File: src/rtl/ddr_stream_arbiter_pkg.sv
// Shared types and constants for the DDR ring-buffer stream arbiter.
package lpc_ddr_pkg;

  localparam int unsigned BurstCntW    = 7;
  localparam int unsigned DefaultBurst = 16;

  typedef enum logic [1:0] {StIdle, StWrBurst, StRdCmd, StRdWait} state_e;
  typedef enum logic {GrantRead, GrantWrite} grant_e;

endpackage

File: src/rtl/ddr_stream_arbiter_if.sv
// Stream-FIFO and Avalon-MM signals seen by the arbiter; master = arbiter side.
interface ddr_stream_arbiter_if #(
  parameter int unsigned DATA_W  = 16,
  parameter int unsigned ADDR_W  = 25,
  parameter int unsigned LEVEL_W = 10
);
  import lpc_ddr_pkg::*;

  logic [LEVEL_W-1:0]   wr_fifo_level;
  logic [DATA_W-1:0]    wr_fifo_data;
  logic                 wr_fifo_rd;
  logic [LEVEL_W-1:0]   rd_fifo_space;
  logic                 rd_fifo_wr;
  logic [DATA_W-1:0]    rd_fifo_data;
  logic [ADDR_W-1:0]    avm_address;
  logic [BurstCntW-1:0] avm_burstcount;
  logic                 avm_write;
  logic [DATA_W-1:0]    avm_writedata;
  logic                 avm_read;
  logic                 avm_waitrequest;
  logic [DATA_W-1:0]    avm_readdata;
  logic                 avm_readdatavalid;

  modport master (
    input  wr_fifo_level, wr_fifo_data, rd_fifo_space,
           avm_waitrequest, avm_readdata, avm_readdatavalid,
    output wr_fifo_rd, rd_fifo_wr, rd_fifo_data,
           avm_address, avm_burstcount, avm_write, avm_writedata, avm_read
  );

  modport slave (
    output wr_fifo_level, wr_fifo_data, rd_fifo_space,
           avm_waitrequest, avm_readdata, avm_readdatavalid,
    input  wr_fifo_rd, rd_fifo_wr, rd_fifo_data,
           avm_address, avm_burstcount, avm_write, avm_writedata, avm_read
  );
endinterface

File: src/rtl/ddr_stream_arbiter_ring_tracker.sv
// Ring-buffer bookkeeping: write/read pointers and fill count, advanced one burst at a time.
module ddr_ring_tracker #(
  parameter int unsigned RING_LOG2 = 20,
  parameter int unsigned BURST     = 16
) (
  input  logic                 i_clk,
  input  logic                 i_rst,
  input  logic                 i_wr_done,
  input  logic                 i_rd_done,
  output logic [RING_LOG2-1:0] o_wr_ptr,
  output logic [RING_LOG2-1:0] o_rd_ptr,
  output logic [RING_LOG2:0]   o_fill,
  output logic                 o_can_write,
  output logic                 o_can_read
);

  localparam logic [RING_LOG2-1:0] BurstPtr  = RING_LOG2'(BURST);
  localparam logic [RING_LOG2:0]   BurstFill = (RING_LOG2 + 1)'(BURST);
  localparam logic [RING_LOG2:0]   FillMax   = (RING_LOG2 + 1)'((2 ** RING_LOG2) - BURST);

  logic [RING_LOG2-1:0] r_wr_ptr;
  logic [RING_LOG2-1:0] r_rd_ptr;
  logic [RING_LOG2:0]   r_fill;

  // Pointers wrap naturally at the ring size; done strobes are mutually exclusive.
  always_ff @(posedge i_clk or posedge i_rst) begin
    if (i_rst) begin
      r_wr_ptr <= '0;
      r_rd_ptr <= '0;
      r_fill   <= '0;
    end else begin
      if (i_wr_done) begin
        r_wr_ptr <= r_wr_ptr + BurstPtr;
        r_fill   <= r_fill + BurstFill;
      end else if (i_rd_done) begin
        r_rd_ptr <= r_rd_ptr + BurstPtr;
        r_fill   <= r_fill - BurstFill;
      end
    end
  end

  assign o_wr_ptr    = r_wr_ptr;
  assign o_rd_ptr    = r_rd_ptr;
  assign o_fill      = r_fill;
  assign o_can_write = (r_fill <= FillMax);
  assign o_can_read  = (r_fill >= BurstFill);

endmodule

File: src/rtl/ddr_stream_arbiter.sv
// Shares one Avalon-MM DDR port between a write stream and a read stream over a ring buffer.
module ddr_stream_arbiter
  import lpc_ddr_pkg::*;
#(
  parameter int unsigned DATA_W     = 16,
  parameter int unsigned ADDR_W     = 25,
  parameter int unsigned RING_LOG2  = 20,
  parameter int unsigned BASE_ADDR  = 0,
  parameter int unsigned BURST      = DefaultBurst,
  parameter int unsigned LEVEL_W    = 10,
  parameter int unsigned HIGH_WATER = 512
) (
  input  logic                  clk_clk,
  input  logic                  reset_reset,
  input  logic                  init_done,
  ddr_stream_arbiter_if.master  bus,
  output logic [RING_LOG2:0]    ring_fill,
  output logic                  ring_overrun
);

  localparam int unsigned        BeatW    = $clog2(BURST) + 1;
  localparam logic [BeatW-1:0]   BeatLast = BeatW'(BURST - 1);
  localparam logic [ADDR_W-1:0]  Base     = ADDR_W'(BASE_ADDR);

  state_e             r_state, w_state_d;
  grant_e             r_last, w_last_d;
  logic [BeatW-1:0]   r_beat, w_beat_d;
  logic               r_overrun, w_overrun_d;
  logic               w_wr_done, w_rd_done;
  logic [RING_LOG2-1:0] w_wr_ptr, w_rd_ptr;
  logic               w_can_write, w_can_read;
  logic               w_level_ok, w_space_ok, w_high;
  logic               w_elig_wr, w_elig_rd, w_wr_accept, w_rd_beat;

  ddr_ring_tracker #(
    .RING_LOG2 (RING_LOG2),
    .BURST     (BURST)
  ) u_tracker (
    .i_clk       (clk_clk),
    .i_rst       (reset_reset),
    .i_wr_done   (w_wr_done),
    .i_rd_done   (w_rd_done),
    .o_wr_ptr    (w_wr_ptr),
    .o_rd_ptr    (w_rd_ptr),
    .o_fill      (ring_fill),
    .o_can_write (w_can_write),
    .o_can_read  (w_can_read)
  );

  assign w_level_ok  = (32'(bus.wr_fifo_level) >= BURST);
  assign w_space_ok  = (32'(bus.rd_fifo_space) >= BURST);
  assign w_high      = (32'(bus.wr_fifo_level) >= HIGH_WATER);
  assign w_elig_wr   = w_level_ok & w_can_write;
  assign w_elig_rd   = w_space_ok & w_can_read;
  assign w_wr_accept = (r_state == StWrBurst) & ~bus.avm_waitrequest;
  assign w_rd_beat   = (r_state == StRdWait) & bus.avm_readdatavalid;

  always_ff @(posedge clk_clk or posedge reset_reset) begin
    if (reset_reset) begin
      r_state   <= StIdle;
      r_last    <= GrantRead;
      r_beat    <= '0;
      r_overrun <= 1'b0;
    end else begin
      r_state   <= w_state_d;
      r_last    <= w_last_d;
      r_beat    <= w_beat_d;
      r_overrun <= w_overrun_d;
    end
  end

  always_comb begin
    w_state_d   = r_state;
    w_last_d    = r_last;
    w_beat_d    = r_beat;
    w_overrun_d = r_overrun;
    w_wr_done   = 1'b0;
    w_rd_done   = 1'b0;
    unique case (r_state)
      StIdle: begin
        if (w_level_ok && !w_can_write) w_overrun_d = 1'b1;
        // High water overrides round-robin so the write FIFO cannot overflow.
        if (init_done) begin
          if (w_elig_wr && (!w_elig_rd || w_high || r_last == GrantRead)) begin
            w_state_d = StWrBurst;
            w_last_d  = GrantWrite;
          end else if (w_elig_rd) begin
            w_state_d = StRdCmd;
            w_last_d  = GrantRead;
          end
        end
      end
      StWrBurst: begin
        if (w_wr_accept) begin
          if (r_beat == BeatLast) begin
            w_wr_done = 1'b1;
            w_beat_d  = '0;
            w_state_d = StIdle;
          end else begin
            w_beat_d = r_beat + BeatW'(1);
          end
        end
      end
      StRdCmd: begin
        if (!bus.avm_waitrequest) w_state_d = StRdWait;
      end
      StRdWait: begin
        if (w_rd_beat) begin
          if (r_beat == BeatLast) begin
            w_rd_done = 1'b1;
            w_beat_d  = '0;
            w_state_d = StIdle;
          end else begin
            w_beat_d = r_beat + BeatW'(1);
          end
        end
      end
      default: w_state_d = StIdle;
    endcase
  end

  assign bus.avm_write      = (r_state == StWrBurst);
  assign bus.avm_read       = (r_state == StRdCmd);
  assign bus.avm_burstcount = (bus.avm_write | bus.avm_read) ? BurstCntW'(BURST) : '0;
  assign bus.avm_address    = (r_state == StWrBurst) ? Base + ADDR_W'(w_wr_ptr) :
                              (r_state == StRdCmd)   ? Base + ADDR_W'(w_rd_ptr) : '0;
  assign bus.avm_writedata  = (r_state == StWrBurst) ? bus.wr_fifo_data : '0;
  assign bus.wr_fifo_rd     = w_wr_accept;
  assign bus.rd_fifo_wr     = w_rd_beat;
  assign bus.rd_fifo_data   = (r_state == StRdWait) ? bus.avm_readdata : '0;
  assign ring_overrun       = r_overrun;

endmodule

File: src/flat_wrapper.sv
// flat-port wrapper written by rule: the top's interface ports become plain ports
module ddr_stream_arbiter_flat import lpc_ddr_pkg::*;
#(
  parameter int unsigned DATA_W     = 16,
  parameter int unsigned ADDR_W     = 25,
  parameter int unsigned RING_LOG2  = 20,
  parameter int unsigned BASE_ADDR  = 0,
  parameter int unsigned BURST      = DefaultBurst,
  parameter int unsigned LEVEL_W    = 10,
  parameter int unsigned HIGH_WATER = 512
)
  (clk_clk, reset_reset, init_done, ring_fill, ring_overrun, bus_wr_fifo_level, bus_wr_fifo_data, bus_rd_fifo_space, bus_avm_waitrequest, bus_avm_readdata, bus_avm_readdatavalid, bus_wr_fifo_rd, bus_rd_fifo_wr, bus_rd_fifo_data, bus_avm_address, bus_avm_burstcount, bus_avm_write, bus_avm_writedata, bus_avm_read);
  ddr_stream_arbiter_if #(.DATA_W(DATA_W), .ADDR_W(ADDR_W), .LEVEL_W(LEVEL_W)) bus_i ();
  input  logic clk_clk;
  input  logic reset_reset;
  input  logic init_done;
  output logic [RING_LOG2:0] ring_fill;
  output logic ring_overrun;
  input wire logic [$bits(bus_i.wr_fifo_level)-1:0] bus_wr_fifo_level;
  input wire logic [$bits(bus_i.wr_fifo_data)-1:0] bus_wr_fifo_data;
  input wire logic [$bits(bus_i.rd_fifo_space)-1:0] bus_rd_fifo_space;
  input wire logic [$bits(bus_i.avm_waitrequest)-1:0] bus_avm_waitrequest;
  input wire logic [$bits(bus_i.avm_readdata)-1:0] bus_avm_readdata;
  input wire logic [$bits(bus_i.avm_readdatavalid)-1:0] bus_avm_readdatavalid;
  output wire logic [$bits(bus_i.wr_fifo_rd)-1:0] bus_wr_fifo_rd;
  output wire logic [$bits(bus_i.rd_fifo_wr)-1:0] bus_rd_fifo_wr;
  output wire logic [$bits(bus_i.rd_fifo_data)-1:0] bus_rd_fifo_data;
  output wire logic [$bits(bus_i.avm_address)-1:0] bus_avm_address;
  output wire logic [$bits(bus_i.avm_burstcount)-1:0] bus_avm_burstcount;
  output wire logic [$bits(bus_i.avm_write)-1:0] bus_avm_write;
  output wire logic [$bits(bus_i.avm_writedata)-1:0] bus_avm_writedata;
  output wire logic [$bits(bus_i.avm_read)-1:0] bus_avm_read;
  assign bus_i.wr_fifo_level = bus_wr_fifo_level;
  assign bus_i.wr_fifo_data = bus_wr_fifo_data;
  assign bus_i.rd_fifo_space = bus_rd_fifo_space;
  assign bus_i.avm_waitrequest = bus_avm_waitrequest;
  assign bus_i.avm_readdata = bus_avm_readdata;
  assign bus_i.avm_readdatavalid = bus_avm_readdatavalid;
  assign bus_wr_fifo_rd = bus_i.wr_fifo_rd;
  assign bus_rd_fifo_wr = bus_i.rd_fifo_wr;
  assign bus_rd_fifo_data = bus_i.rd_fifo_data;
  assign bus_avm_address = bus_i.avm_address;
  assign bus_avm_burstcount = bus_i.avm_burstcount;
  assign bus_avm_write = bus_i.avm_write;
  assign bus_avm_writedata = bus_i.avm_writedata;
  assign bus_avm_read = bus_i.avm_read;
  ddr_stream_arbiter #(.DATA_W(DATA_W), .ADDR_W(ADDR_W), .RING_LOG2(RING_LOG2), .BASE_ADDR(BASE_ADDR), .BURST(BURST), .LEVEL_W(LEVEL_W), .HIGH_WATER(HIGH_WATER)) u_core (.clk_clk(clk_clk), .reset_reset(reset_reset), .init_done(init_done), .bus(bus_i), .ring_fill(ring_fill), .ring_overrun(ring_overrun));
endmodule
File: config.mk
export PLATFORM = sky130hd
export DESIGN_NAME = ddr_stream_arbiter_flat
export DESIGN_NICKNAME = d
export VERILOG_FILES = /design/src/rtl/ddr_stream_arbiter_pkg.sv /design/src/rtl/ddr_stream_arbiter_if.sv /design/src/rtl/ddr_stream_arbiter_ring_tracker.sv /design/src/rtl/ddr_stream_arbiter.sv /design/src/flat_wrapper.sv
export SDC_FILE = /design/constraint.sdc
export NUM_CORES = 1
export LEC_CHECK = 0
export CORE_ASPECT_RATIO = 1.2
export CORE_MARGIN = 1.5
export CORE_UTILIZATION = 40
export CTS_CLUSTER_DIAMETER = 120
export CTS_CLUSTER_SIZE = 28
export DETAILED_ROUTE_END_ITERATION = 8
export PLACE_DENSITY = 0.79
export SLEW_MARGIN = 20
export SYNTH_ARGS = -nofsm -noshare
export SYNTH_HDL_FRONTEND = slang
export SYNTH_SLANG_ARGS = --single-unit
File: constraint.sdc
create_clock -name clk_clk -period 2.8 [get_ports clk_clk]
set_clock_uncertainty 0.1 [all_clocks]
set_input_delay 0.56 -clock clk_clk [delete_from_list [all_inputs] [get_ports clk_clk]]
set_output_delay 0.56 -clock clk_clk [all_outputs]
set_load 0.01 [all_outputs]
# Yosys cells after proc, flatten, opt, wreduce, memory -nomap -nowiden
# Index checks and enable logic that the tools add are counted.
# classes
bitwise_logic	8
addsub	5
eq_ne	9
n_mux	26
n_reduce_logical	15
n_lt_le_gt_ge	5
# op_table
cell	count
$mux W21	2
$add A20 B5 Y20 const B	2
$mux W16	2
$mux W25	1
$add A21 B5 Y21 const B	1
$ge A21 B5 Y1 const B	1
$le A21 B20 Y1 const B	1
$sub A21 B5 Y21 const B	1
$ge A10 B5 Y1 const B	2
$mux W20	1
$mux W5	4
$mux W2	7
$ge A10 B10 Y1 const B	1
$pmux W5 S2	1
$ne A2 B2 Y1 const B	4
$pmux W2 S4	1
$mux W1	7
$reduce_and A3 Y1	2
$reduce_bool A2 Y1	3
$add A5 B1 Y5 const B	1
$eq A5 B4 Y1 const B	1
$reduce_and A5 Y1	1
$and A1 B1 Y1	4
$eq A2 B2 Y1 const B	2
9 further kinds	15
# word_totals
out_inout_bits	90
regBits	70
inputBits	57
word_cells	75

# Depth between registers and ports, before layout
# Gate-level depths: netlist of the first run.
# logic_depth
ltp_word	9
ltp_mapped	11
depth_no_buf	9

# Modules after synthesis
# Synthesis of the first run repeated with hierarchy kept, for this count alone.
# hier_totals
cells_unflattened	384
area_unflattened_um2	3693.5
# by_module_without_submodules
mod	area_each_um2	seq_area_each_um2	cells_each	n_inst
ddr_ring_tracker	2573.7	1226.2	243	1
ddr_stream_arbiter	1119.8	225.2	141	1

# Worst setup path after synthesis of the first run
# Ideal clock, no wire load.
# synth_timing
kind	flip-flop to flip-flop
startpoint	reg u_core.r_state[1]
endpoint	reg u_core.u_tracker.r_wr_ptr[19], in the netlist u_core.u_tracker.o_wr_ptr[19]
setup_time_ns	0.123
stages_incl_launch_ff	11
path_buffers	1
required_ns	2.577
arrival_ns	2.260
setup_slack_ns	0.317
period_less_slack_ns	2.483
cell_sequence	dfrtp_1 -> inv_1 -> ha_1 -> clkbuf_1 -> nand2b_1 -> inv_1 -> nand2_1 -> or3_1 -> nor2_1 -> nand4_1 -> xnor2_1
# synth_between
elab_chain_len	4
# synth_rtl
element	line_no	source
start, declared	ddr_stream_arbiter.sv:25	state_e r_state, w_state_d;
start signal, assigned	ddr_stream_arbiter.sv:60	r_state <= StIdle;
start signal, assigned	ddr_stream_arbiter.sv:65	r_state <= w_state_d;
$eq A2 B1 Y1	n/a	
via bus_avm_write	flat_wrapper.sv:30	output wire logic [$bits(bus_i.avm_write)-1:0] bus_avm_write;
$and A1 B1 Y1	ddr_stream_arbiter.sv:55	assign w_wr_accept = (r_state == StWrBurst) & ~bus.avm_waitrequest;
via bus_wr_fifo_rd	flat_wrapper.sv:25	output wire logic [$bits(bus_i.wr_fifo_rd)-1:0] bus_wr_fifo_rd;
$mux W1	ddr_stream_arbiter.sv:94	if (w_wr_accept) begin
$mux W1	ddr_stream_arbiter.sv:79	unique case (r_state)
end signal, assigned	ddr_stream_arbiter_ring_tracker.sv:33	r_wr_ptr <= r_wr_ptr + BurstPtr;
end, declared	ddr_stream_arbiter_ring_tracker.sv:21	logic [RING_LOG2-1:0] r_wr_ptr;
# The timed path passes the listed nets, and every way through them passes these cells.
# A chain may end at the register's enable or synchronous reset.

# Worst setup path after layout of the first run
# layout_timing
startpoint	reg u_core.r_state[1]
endpoint	out bus_avm_address[8]
# layout_between
elab_chain_len	3
elab_cells_between_ends	4
cone_classes	eq/ne (2); mux (2)
# layout_rtl
element	line_no	source
$eq A2 B2 Y1	ddr_stream_arbiter.sv:126	(r_state == StRdCmd) ? Base + ADDR_W'(w_rd_ptr) : '0;
$mux W20	ddr_stream_arbiter.sv:126	
$mux W25 *	ddr_stream_arbiter.sv:125	assign bus.avm_address = (r_state == StWrBurst) ? Base + ADDR_W'(w_wr_ptr) :
end, declared	flat_wrapper.sv:28	output wire logic [$bits(bus_i.avm_address)-1:0] bus_avm_address;
# Mark *: on every way between the ends. The rest lies on a longest branch, timed or not.

==> results.json, run 1 <==
{
  "fp.dieArea_mm2": 0.00962,
  "finish.utilization_pct": 59.8,
  "placedInstanceArea_mm2": 0.00490,
  "hold_ws_ns": 0.374,
  "grtUsageTotal_pct": 19.7,
  "report.final.slew_viol_count": 0,
  "core_mm2": 0.00866,
  "die_height_um": 107,
  "timing.max_cap.violations": 0,
  "dr_wl_met3_um": 520,
  "met1Wirelength_um": 3880,
  "synthesis.yosys.warnings": 0,
  "worst-slew-pin-transition_ns": 0.567,
  "io_pins": 147,
  "r2r.worst_path.cells": 5,
  "rsz0062_at_grt": "false",
  "hold_path_startpoint": "u_core.u_tracker.o_wr_ptr[19]",
  "period_minus_slack_ns": 2.73,
  "route.antenna.remaining_nets": 0,
  "grt_antenna_before_repair": 0,
  "grt_first_pass_wirelength_um": 15400,
  "viasPerCell": 5.07,
  "wl_met2_um": 4680,
  "status": "finished clean",
  "synth-seq-area-share_pct": 40.2,
  "first_pass_iters": 4,
  "floorplan.initialDensity_pct": 41.8,
  "post-route-period-util_pct": 97.6,
  "post_layout_nonfiller_instances": 660,
  "clockRootBuffer": "clkbuf_8",
  "cp-end-kind": "output port",
  "critPathKind": "reg -> out",
  "crit_start": "u_core.r_state[1]",
  "fmaxAchievable_mhz": 366,
  "dr_total_vias": 3348,
  "max-slew-margin-rel_pct": 61.8,
  "leading_cell_types_in_the_layout_fill_and_taps_excluded": "clkdlybuf4s50_1 (110), nand2_1 (66), dfrtp_1 (58)",
  "yosysUniqueCellTypes": 49,
  "cts_inserted_buffers": 9,
  "syn_to_final_growth_pct": 43.2,
  "power_per_cell_area_mw_per_mm2": 614,
  "total_power_uw": 3180,
  "hold_class": "reg -> reg",
  "stdcell_area_mm2": 0.00518,
  "grt_max_degree": 59,
  "final_common_cell": "clkdlybuf4s50_1",
  "dp_hpwl_um": 6780,
  "leakagePower_uw": 0.00240,
  "drcViolationCount": 0,
  "min_path_cells": 1,
  "port-buffer-count": 119,
  "number_of_flops_mapped_to_enable_cells_by_yosys": 0,
  "hold_buf_count_cts": 0,
  "die-width_um": 89.8,
  "ys_async_sr_fraction_pct": 100,
  "ir_worst_vdd_v": 0.000307,
  "topRoutingLayerUsed": "met4",
  "start_kind": "register",
  "clock_tree_from_tritoncts": "yes",
  "grt-ovfl-total": 0,
  "wl_per_cell_um": 14.0,
  "finalWeightedCongestion": 0.893,
  "finalHoldViolCount": 0,
  "cts.path.max_buffers": 2,
  "post_synth_instance_area_mm2": 0.00361,
  "numPlacedInstances": 641,
  "detailed_route_wire_length_um": 9220,
  "clock_sink_count": 58,
  "setup_violations": 0,
  "share_of_layout_cells_above_drive_strength_1_pct": 8.66,
  "critPathArrivalTime_ns": 2.07,
  "h-tree-depth": 3,
  "drt_iter0_drc": 137,
  "synth_cells": 409,
  "clk-insertion-delay-late_ns": 0.34,
  "diodes": 0,
  "first_global_vias": 3273,
  "critical_path_peak_fanout": 24,
  "syn_avg_cell_area_um2": 8.84,
  "finalNetCount": 606,
  "critical_path_required_ns": 2.14,
  "synth_flop_cell": "dfrtp_1",
  "rows": 37,
  "yosys_register_bits": 58,
  "crit-reg2reg-launch": "u_core.u_tracker.o_fill[12]",
  "cts.clk_slew.worst_paths_ns": 0.07
}
## Yosys cell counts (11+ instances only)
master | instances | share of area (%)
o21ai_0 | 30 | 4.2
dfrtp_1 | 58 | 40
nand3_1 | 15 | 2.1
nor2_1 | 17 | 1.8
inv_1 | 14 | 1.5
xor2_1 | 12 | 2.9
and2_1 | 33 | 5.7
nand2_1 | 66 | 6.9
ha_1 | 11 | 3.8
nand4_1 | 16 | 2.8
xnor2_1 | 34 | 8.2
buf_4 | 19 | 3.9
clkbuf_1 | 11 | 1.1
## state kept, by name, summed over array words and instances, names as in the netlist
name                       count
u_core.r_state                 2
u_core.u_tracker.o_rd_ptr     16
u_core.u_tracker.o_wr_ptr     16
u_core.r_last                  1
u_core.ring_overrun            1
u_core.r_beat                  5
u_core.u_tracker.o_fill       17
## metal layers
layer / GRT usage [%] / vias to the layer above
li1: - / 1622
met1: 23.2 / 1604
met2: 34.5 / 105
met3: 4.68 / 17
met4: 7.82 / 0
met5: 0 / -
## layout make-up
cell class	instances	area, µm²
clock buffer	11	151
multi-input combinational	320	1960
sequential	58	1450
clock inverter	5	52.6
timing repair buffer	135	1360
fill	770	3480
inverter	14	52.6
tap	117	146
## worst paths after layout
kind / slack (ns) / to
worst max register to register: 0.29 / u_core.r_state[0]
max in group asynchronous: 1.85 / u_core.r_beat[0]
worst min-delay path: 0.37 / u_core.u_tracker.o_wr_ptr[19]
worst min register to register: 0.37 / u_core.u_tracker.o_wr_ptr[19]
min in group asynchronous: 0.50 / u_core.u_tracker.o_fill[7]
worst max-delay path: 0.07 / bus_avm_address[8]
## power by group
group	total [µW]	leakage, µW	internal, µW	switching [µW]
Combinational	1370	0.00151	690	675
Sequential	1020	0.000779	915	103
Clock	794	0.000105	454	340
## cells by family after synthesis
family                   after synthesis  share of synthesized area (%)
AO/OA/AOI/OAI                         60                           10.5
XOR/XNOR                              46                           11.1
adder cells (fa/ha/maj)               11                           3.81
buffers and inverters                 49                           7.89
flip-flops                            58                           40.2
multiplexers                           1                          0.312
other                                  1                          0.104
AND/OR/NAND/NOR                      183                           26.1
## critical path: stages, from the launching register on
cell and delay, ns:
dfrtp_1 0.43, inv_1 0.12, ha_2 0.25, buf_8 0.18, nand2_1 0.07, o21ai_0 0.10
clkdlybuf4s50_1 0.58
## through the flow
stage / setup slack [ns] / setup TNS [ns]
2_1_floorplan: 0.317 / 0
3_3_place_gp: 0.0638 / 0
3_5_place_dp: 0.0204 / 0
4_1_cts: -0.00844 / -0.00844
5_1_grt: 0.00543 / 0
6_report: 0.0673 / 0
## timing repair
action                                  CTS  global route
gates resized for setup                   4            15
endpoints found under the hold margin     0             0
buffers inserted                          0             3
endpoints found under the setup margin   16            28
Power figures use the tool's default switching activity.
==> run 2, diff against run 1 <==
Clock period 2.8 ns to 3 ns, I/O delays scaled along.
==> run 2 against run 1 <==
Against the previous run:
- non-clock buffer count decreased by 6
- combinational power decreased by 11%
- flip-flop and latch count unchanged
- hold slack improved by 0.0076 ns
- die area unchanged
- clock-buffer cell count decreased by 1
- via count decreased by 2.0%
- critical endpoint is now bus_avm_address[4]
- largest cell class unchanged
==> results.json, run 2 (synthesis results as in run 1) <==
{
  "grt_first_pass_wirelength_um": 15400,
  "diodes": 0,
  "detailed_route_wire_length_um": 9000,
  "critical_path_required_ns": 2.30,
  "period_minus_slack_ns": 2.86,
  "drcViolationCount": 0,
  "critPathArrivalTime_ns": 2.16,
  "leading_cell_types_in_the_layout_fill_and_taps_excluded": "clkdlybuf4s50_1 (119), nand2_1 (66), dfrtp_1 (58)",
  "route.antenna.remaining_nets": 0,
  "final_common_cell": "clkdlybuf4s50_1",
  "largest_reg_flops": 17,
  "die-width_um": 89.8,
  "timing.max_cap.violations": 0,
  "stdcell_area_mm2": 0.00509,
  "dp_hpwl_um": 6790,
  "syn_to_final_growth_pct": 40.8,
  "floorplan.initialDensity_pct": 41.8,
  "share_of_layout_cells_above_drive_strength_1_pct": 7.26,
  "numPlacedInstances": 638,
  "cts-resized-gates": 1,
  "hold_class": "reg -> reg",
  "status": "finished clean",
  "die_height_um": 107,
  "finalHoldViolCount": 0,
  "rows": 37,
  "clock_tree_from_tritoncts": "yes",
  "cts.path.max_buffers": 2,
  "post_layout_nonfiller_instances": 654,
  "hold_buf_count_cts": 0,
  "sequential_cell_area_mm2": 0.00145,
  "grtUsageTotal_pct": 19.6,
  "fp.dieArea_mm2": 0.00962,
  "multi_input_comb_area_mm2": 0.00196,
  "grt_antenna_before_repair": 0,
  "fin_setup_tns_ns": 0,
  "ir_worst_vdd_v": 0.000218,
  "grt-ovfl-total": 0,
  "report.final.slew_viol_count": 0,
  "grt_max_degree": 59,
  "first_global_vias": 3244,
  "leakagePower_uw": 0.00219,
  "post-route-period-util_pct": 95.3,
  "dr_total_vias": 3282,
  "finalNetCount": 600,
  "setup_violations": 0,
  "h-tree-depth": 3,
  "core_mm2": 0.00866,
  "post_cts_buffers": 0,
  "clockRootBuffer": "clkbuf_8",
  "io_pins": 147,
  "first_pass_iters": 5,
  "start_kind": "register",
  "cts.clk_slew.worst_paths_ns": 0.07,
  "rsz0062_at_grt": "false",
  "critical_path_peak_fanout": 37,
  "clock_sink_count": 58,
  "finalWeightedCongestion": 0.854,
  "cp-end-kind": "output port",
  "drt_iter0_drc": 109,
  "fmaxAchievable_mhz": 350,
  "placedInstanceArea_mm2": 0.00487,
  "viasPerCell": 5.02,
  "port-buffer-count": 119,
  "filler_cell_count": 764,
  "cts_inserted_buffers": 9,
  "critPathKind": "reg -> out",
  "power_per_cell_area_mw_per_mm2": 567,
  "clk-insertion-delay-late_ns": 0.33,
  "wl_per_cell_um": 13.8
}
==> run 2: layer usage <==
layer / wire length (µm) / vias up / GRT usage (%)
met3: 554 / 14 / 5.39
met2: 4520 / 99 / 33.9
met5: 0 / - / 0
met1: 3800 / 1558 / 23.8
met4: 131 / 0 / 6.01
li1: - / 1611 / -
==> run 2: cell type report <==
cell class	count	area share (%)
tap	117	2.88
timing repair buffer	129	25.2
inverter	14	1.03
sequential	58	28.5
clock inverter	6	1.33
multi-input combinational	320	38.5
clock buffer	10	2.51
==> run 2: where the power goes <==
group / switching, µW / internal (µW) / leakage [µW]
logic: 613 / 607 / 0.00132
clock network: 328 / 385 / 0.0000925
registers: 97.1 / 854 / 0.000779
==> run 2: critical path: stages (launching register included) <==
cell and delay, ns:
dfrtp_1 0.42, inv_1 0.10, ha_1 0.22, buf_6 0.19, o21ai_0 0.28, clkdlybuf4s50_1 0.60
==> run 2: final timing paths <==
kind / to / depth (start not counted) / slack, ns / startpoint
max reg2reg: u_core.r_state[0] / 5 / 0.47 / u_core.u_tracker.o_fill[12]
max: bus_avm_address[4] / 5 / 0.14 / u_core.r_state[1]
min: u_core.u_tracker.o_wr_ptr[19] / 1 / 0.38 / u_core.u_tracker.o_wr_ptr[19]
min reg2reg: u_core.u_tracker.o_wr_ptr[19] / 1 / 0.38 / u_core.u_tracker.o_wr_ptr[19]
min in group asynchronous: u_core.u_tracker.o_fill[17] / 3 / 0.55 / reset_reset
max in group asynchronous: u_core.u_tracker.o_rd_ptr[18] / 3 / 2.01 / reset_reset
==> run 2: stage by stage <==
| step | setup WS [ns] | hold WS (ns) | power, µW | utilization, % |
|---|---|---|---|---|
| floorplan | 0.517 | 0.345 | 1640 | - |
| global placement | 0.253 | 0.358 | 2130 | 56.3 |
| detailed placement | 0.233 | 0.364 | 2160 | 56.3 |
| CTS | 0.0614 | 0.380 | 2890 | 58.6 |
| global route | 0.0155 | 0.405 | 3090 | 58.8 |
| finish | 0.142 | 0.381 | 2880 | 58.8 |
